--- config.mk ---
export PLATFORM = sky130hd
export DESIGN_NAME = number_string_formatter
export DESIGN_NICKNAME = d
export VERILOG_FILES = /design/src/rtl/number_string_formatter.sv
export SDC_FILE = /design/constraint.sdc
export NUM_CORES = 1
export LEC_CHECK = 0
export BUFFER_PORTS_ARGS = -buffer_cell sky130_fd_sc_hd__buf_2
export CELL_PAD_IN_SITES_DETAIL_PLACEMENT = 2
export CELL_PAD_IN_SITES_GLOBAL_PLACEMENT = 2
export CORE_AREA = 4 4 98 100
export DETAILED_ROUTE_END_ITERATION = 7
export DIE_AREA = 0 0 102 104
export PLACE_DENSITY_LB_ADDON = 0.1
export RECOVER_POWER = 50
export REMOVE_ABC_BUFFERS = 1
export SLEW_MARGIN = 20
export SYNTH_ARGS = -nofsm -noshare
export SYNTH_HDL_FRONTEND = slang
export SYNTH_SLANG_ARGS = --single-unit
--- constraint.sdc ---
create_clock -name clock -period 3.6 [get_ports clock]
set_input_delay 0.72 -clock clock [delete_from_list [all_inputs] [get_ports clock]]
set_output_delay 0.72 -clock clock [all_outputs]
set_load 0.02 [all_outputs]
--- src/rtl/number_string_formatter.sv ---
// number_string_formatter
// Converts an unsigned binary value into DIGITS decimal character codes using
// a sequential double-dabble (shift-and-add-3) conversion, one bit per cycle.
//
// Ports:
//   clock     - system clock, all state on rising edge
//   reset_n   - asynchronous active-low reset
//   start     - conversion request, sampled only in IDLE
//   value     - binary input, captured when start is accepted
//   busy      - high during CONVERT and FORMAT
//   done      - one-cycle pulse when chars/overflow have been updated
//   overflow  - last captured value did not fit in DIGITS decimal digits
//   chars     - DIGITS character codes, slot 0 in the low CHAR_W bits
//
// Build option: LEADING_ZERO_BLANK_EN replaces leading zero digits (other than
// slot 0) with BLANK_CODE. Overflow output is always all nines.
//
// state   | meaning
// IDLE    | waiting for start
// CONVERT | one double-dabble step per cycle, VALUE_W steps
// FORMAT  | build character codes from the BCD accumulator
// DONE    | outputs updated, done pulse
module number_string_formatter #(
  parameter int VALUE_W    = 14,
  parameter int DIGITS     = 4,
  parameter int CHAR_W     = 6,
  parameter int ZERO_CODE  = 26,
  parameter int BLANK_CODE = 0
) (
  input  logic                     clock,
  input  logic                     reset_n,
  input  logic                     start,
  input  logic [VALUE_W-1:0]       value,
  output logic                     busy,
  output logic                     done,
  output logic                     overflow,
  output logic [DIGITS*CHAR_W-1:0] chars
);

  // floor(VALUE_W*log10(2))+1 decimal digits hold 2^VALUE_W-1. The accumulator
  // is never narrower than DIGITS so every slot has a nibble to read.
  localparam int BCD_D = (VALUE_W * 30103) / 100000 + 1;
  localparam int ACC_D = (BCD_D > DIGITS) ? BCD_D : DIGITS;
  localparam int ACC_W = ACC_D * 4;
  localparam int CNT_W = $clog2(VALUE_W + 1);

  localparam logic [CHAR_W-1:0] ZERO_C  = CHAR_W'(ZERO_CODE);
  localparam logic [CHAR_W-1:0] NINE_C  = CHAR_W'(ZERO_CODE + 9);
  localparam logic [CHAR_W-1:0] BLANK_C = CHAR_W'(BLANK_CODE);
`ifdef LEADING_ZERO_BLANK_EN
  localparam logic [CHAR_W-1:0] RST_HI_C = BLANK_C;
`else
  localparam logic [CHAR_W-1:0] RST_HI_C = ZERO_C;
`endif

  typedef enum logic [1:0] {IDLE, CONVERT, FORMAT, DONE} state_t;

  state_t                     state_q, state_d;
  logic [VALUE_W-1:0]         val_q, val_d;
  logic [ACC_W-1:0]           acc_q, acc_d;
  logic [CNT_W-1:0]           cnt_q, cnt_d;
  logic [DIGITS*CHAR_W-1:0]   chars_q, chars_d;
  logic                       ovf_q, ovf_d;

  logic [ACC_W-1:0]           adj;
  logic [DIGITS*CHAR_W-1:0]   fmt_chars;
  logic                       fmt_ovf;
  logic                       seen_nz;
  logic [3:0]                 dig;

  // Character formatting from the finished accumulator.
  always_comb begin
    fmt_ovf   = 1'b0;
    fmt_chars = '0;
    seen_nz   = 1'b0;
    dig       = 4'd0;
    for (int i = DIGITS; i < ACC_D; i++) begin
      if (acc_q[i*4 +: 4] != 4'd0) fmt_ovf = 1'b1;
    end
    // Walk from the top slot down so seen_nz marks the first significant digit.
    for (int i = DIGITS - 1; i >= 0; i--) begin
      dig = acc_q[i*4 +: 4];
      if (dig != 4'd0 || i == 0) seen_nz = 1'b1;
      if (fmt_ovf) begin
        fmt_chars[i*CHAR_W +: CHAR_W] = NINE_C;
      end else begin
`ifdef LEADING_ZERO_BLANK_EN
        fmt_chars[i*CHAR_W +: CHAR_W] = seen_nz ? ZERO_C + CHAR_W'(dig) : BLANK_C;
`else
        fmt_chars[i*CHAR_W +: CHAR_W] = ZERO_C + CHAR_W'(dig);
`endif
      end
    end
  end

  // Add-3 correction applied before each shift.
  always_comb begin
    adj = acc_q;
    for (int i = 0; i < ACC_D; i++) begin
      if (acc_q[i*4 +: 4] >= 4'd5) adj[i*4 +: 4] = acc_q[i*4 +: 4] + 4'd3;
    end
  end

  always_comb begin
    state_d = state_q;
    val_d   = val_q;
    acc_d   = acc_q;
    cnt_d   = cnt_q;
    chars_d = chars_q;
    ovf_d   = ovf_q;
    unique case (state_q)
      IDLE: begin
        if (start) begin
          val_d   = value;
          acc_d   = '0;
          cnt_d   = CNT_W'(VALUE_W);
          state_d = CONVERT;
        end
      end
      CONVERT: begin
        {acc_d, val_d} = {adj[ACC_W-2:0], val_q, 1'b0};
        cnt_d = cnt_q - CNT_W'(1);
        if (cnt_q == CNT_W'(1)) state_d = FORMAT;
      end
      FORMAT: begin
        // Output registers load on the edge into DONE, so they are valid with done.
        chars_d = fmt_chars;
        ovf_d   = fmt_ovf;
        state_d = DONE;
      end
      DONE: begin
        state_d = IDLE;
      end
      default: state_d = IDLE;
    endcase
  end

  always_ff @(posedge clock or negedge reset_n) begin
    if (!reset_n) begin
      state_q <= IDLE;
      val_q   <= '0;
      acc_q   <= '0;
      cnt_q   <= '0;
      ovf_q   <= 1'b0;
      for (int i = 0; i < DIGITS; i++) begin
        chars_q[i*CHAR_W +: CHAR_W] <= (i == 0) ? ZERO_C : RST_HI_C;
      end
    end else begin
      state_q <= state_d;
      val_q   <= val_d;
      acc_q   <= acc_d;
      cnt_q   <= cnt_d;
      chars_q <= chars_d;
      ovf_q   <= ovf_d;
    end
  end

  assign busy     = (state_q == CONVERT) || (state_q == FORMAT);
  assign done     = (state_q == DONE);
  assign overflow = ovf_q;
  assign chars    = chars_q;

endmodule
After elaboration in Yosys (flattened, before gate mapping). Index checks and enable logic that the tools add are counted.

Flip-flop bits (word level): 65. Output and inout bits: 27. Word-level logic and storage cells: 52.

Add/subtract/negate cells: 10. Magnitude comparators: 5. Eq/ne operators: 6. Muxes and demuxes: 19. Reductions and logical operators: 6.

Operator list (number): 20-bit one-hot mux with 2 select lines (1); 14-bit one-hot mux with 2 select lines (1); 5-bit by 4-bit adder with 6-bit output, first input constant (4); 6-bit two-way mux (4); 4-bit by 3-bit greater-or-equal comparator with 1-bit output, second input constant (5); 20-bit two-way mux (1); 4-bit two-way mux (5); 4-bit by 2-bit adder with 4-bit output, second input constant (4); 14-bit two-way mux (1); 2-bit one-hot mux with 4 select lines (1); 4-bit one-hot mux with 2 select lines (1); 2-bit equality test, second input constant (2); 4-bit by 1-bit equality test with 1-bit output, second input constant (1); 2-bit two-way mux (2); 2-bit != test, second input constant (2); 2-bit AND reduction (2); 4-bit nonzero test (1); 4-bit by 1-bit subtractor with 4-bit output, second input constant (1); 3-bit by 2-bit adder with 3-bit output, second input constant (1); 3-bit two-way mux (1); 2-bit by 1-bit equality test with 1-bit output, second input constant (1); 2-bit logical NOT (1); 2-bit nonzero test (1); 1-bit logical OR (1); 1-bit two-way mux (1).

Logic depth before layout (Yosys ltp).
Depth in word-level cells: 3. Mapped depth: 7. Depth with buffers taken out: 6.

Worst setup path after synthesis. OpenSTA, ideal clock, no wires.

Kind: in2reg. From: in start. To: reg acc_q[11]. Library setup time: 0.122 ns. Data arrival time: 1.450 ns. Required time: 3.478 ns. Setup slack: 2.028 ns. Stages: 4. Path buffers: 1. Path through: nand2b_4 and2_1 buf_2 a32o_1.

Cells in the longest elaborated chain, start to end: 2.

Ends and longest elaborated chain: from (decl) (RTL line 32) `input logic start,`; 2-bit != test (no line); 2-bit AND reduction (no line); to (signal assigned) (RTL line 142) `acc_q <= '0;`; to (signal assigned) (RTL line 151) `acc_q <= acc_d;`; to (decl) (RTL line 60) `logic [ACC_W-1:0] acc_q, acc_d;`.

No other way between the ends. A chain may end at the register's enable or synchronous reset.

==> impl_metrics.yaml <==
yosys:
  synth_xor_area_share_pct: 2.346
  async_flop_share_pct: 100.0
  synth_cell_types: 38
  synthSimpleGateAreaFrac_pct: 10.39
  synth_edf_count: 0
  synth_top_cell_by_area: "dfrtp_1"
  netlist_area_um2: 3359
  muxShareOfSynthArea_pct: 0.9311
  synth.area.top_cells: "dfrtp_1 39%, ha_1 10%, dfstp_2 9.4%, a21oi_1 4.0%, inv_1 3.8%"
  synth_top_family_by_area: "compound AO/OA/AOI/OAI gates"
  synth-seq-cells: 65
  ys.flop_type: "dfrtp_1"
  postSynthCellCount: 334
  yosysSeqAreaShare_pct: 48.86
  yosys_warnings: 0
  syn_area_per_cell_um2: 10.06
  synth_fa_ha_area_share_pct: 10.43
  synth_top_area_share_pct: 39.48
  synth_compound_area_share_pct: 20.56
die:
  die_x_um: 102
  die_y_um: 104
  start_util_pct: 38.71
  coreArea_um2: 8678
  dieArea_um2: 10610
  io_pins: 44
  rows: 34
layout:
  drive_gt1_share_pct: 16.80
  register_area_um2: 1642
  layout_commonest_cell: "dfrtp_1"
  diodes: 0
  final_nets: 421
  multiInputGateArea_um2: 1515
  num-fill-cells: 964
  area_delta_synth_final_pct: 13.63
  fin_area_um2: 3817
  mostFrequentLayoutCells: "53 x dfrtp_1, 34 x inv_1, 29 x buf_2"
grt:
  gr-total-overflow: 0
  grt_pass1_wl_mm: 15.02
  grt_max_degree: 28
  grt_pass1_vias: 2925
  antenna_found_initial: 0
  grt_usage_pct: 17.66
drt:
  vias: 2629
  viasPerCell: 5.376
  drt_iter0_markers: 58
  antenna_left: 0
  totalWireLength_mm: 8.775
  post-route-drc-count: 0
  routedWlPerCell_um: 17.94
  drt_first_pass_iters: 4
sta:
  hold-worst-slack_ns: 0.4738
  slew_viol_final: 28
  fin_crit_ns: 2.256
  fin_skew_ns: 0.007127
  worst_pin_slew_ns: 1.551
  fmax_mhz: 443.2
  slew_headroom_pct: -3.408
  min_period_over_period_pct: 62.67
  setup_tns_ns: 0
  rsz0062_at_grt: "false"
  finalHoldViolCount: 0
  finalSetupViolations: 0
critical_path:
  arrival_ns: 2.61
  cp-end-kind: "async pin"
  cpMostUsedCell: "clkbuf_1"
  worstSetupPathType: "input pin to async pin"
  path_cells: "clkbuf_1 > clkbuf_1"
  cp_slowest_cell: "clkbuf_1"
  cp-start-kind: "input pin"
  r2r_start: "state_q[1]"
  crit_family: "buffers and inverters"
  max_stage_delay_ns: 1.10
  rr_endpoint: "acc_q[11]"
  required_ns: 3.95
  crit_buf_inv: 2
  cp_max_fo: 27
  r2r_slack_ns: 1.39
  reg2reg_depth: 5
clock_tree:
  cts-resized-gates: 0
  clkSinkCount: 65
  cts_setup_buffers: 0
  cts_buffer_depth: 2
  cts_buffers: 9
  clk_pin_slew_ns: 0.07
  cts_tree: "built"
  hold_buffers: 0
  htreeDepth: 3
  clk-insertion-delay-late_ns: 0.35
  cts_root_buf: "clkbuf_8"
placement:
  gp_congestion: 0.7137
  placed_area_um2: 3672
  dp_hpwl_mm: 6.104
  io_buffers: 43
worst_hold_path:
  hold_end: "chars[4]"
  hold_depth: 2
  hp-start: "chars[4]"
  min_path_type: "flop to flop"
outcome:
  violations: "capacitance limit, slew limit"
  status: "finished with violations"
pwr:
  p_leak_uw: 0.001675
  power_uw: 3018
  pwr_density_cell_nw_per_um2: 790.5
  vdd_drop_max_v: 0.0003687
run:
  cap_violations: 1
[cells by family (layout without fill, tap and decap cells)]
kind of cell | Yosys count | in the layout
AOI/OAI and AO/OA | 109 | 109
xor gates and xnor gates | 9 | 9
adders and majority gates | 28 | 28
buffers and inverters | 52 | 99
DFF | 65 | 65
muxes | 3 | 3
and+or+nand+nor | 68 | 68
[synthesized netlist by cell type, types with 2 or more instances]
cell type / number
clkbuf_1: 4
o32ai_1: 4
o22ai_1: 13
a31oi_1: 13
ha_1: 28
dfstp_2: 12
nand3_1: 8
buf_1: 2
dfrtp_1: 53
buf_4: 3
nand2b_1: 5
a21oi_1: 27
inv_1: 34
xnor2_1: 9
a22oi_1: 11
o21ai_0: 18
o31ai_1: 5
nor2b_1: 12
buf_2: 9
nand2_1: 15
nor2_1: 20
a32o_1: 5
mux2i_1: 2
o311ai_1: 5
o21ai_1: 4
[how the worst max path moves through the flow]
stage                     from         to  cells past startpoint
finish                 reset_n   val_q[1]                      2
global placement         start  acc_q[11]                      5
CTS                 state_q[0]  acc_q[11]                      7
global route           reset_n   val_q[1]                      2
floorplan           state_q[0]   chars[0]                      4
detailed placement       start  acc_q[15]                      5
[per-layer routing]
layer	wire (um)	GRT usage, %
met5	0	0
met4	119	5.061
met3	232	2.347
met2	4413	30.04
met1	4010	23.20
[through the flow]
| step | cells | setup WS (ns) | utilization (%) |
|---|---|---|---|
| final | 489 | 1.344 | 43.99 |
| after global routing | 489 | 0.9284 | 43.99 |
| after global placement | 472 | 1.243 | 42.32 |
| after detailed placement | 472 | 1.159 | 42.32 |
| after CTS | 488 | 1.360 | 44.10 |
| after floorplan | 316 | 0.8436 | - |
[power breakdown]
| group | switching (uW) | total [uW] | internal [uW] |
|---|---|---|---|
| Clock | 287 | 533 | 246 |
| Combinational | 889 | 1330 | 445 |
| Sequential | 158 | 1150 | 993 |
[sequential cells by signal, indices dropped and copies added, names as in the netlist]
name / count
acc_q: 20
val_q: 14
overflow: 1
state_q: 2
chars: 24
cnt_q: 4
[area by class of cell]
type	instances	area share, %
tap	108	3.540
inverter	34	3.343
timing repair buffer	49	6.359
clock buffer	12	3.540
multi-input combinational	217	39.69
sequential	65	43.00
clock inverter	4	0.5244
(Power assumes the default switching activity.)
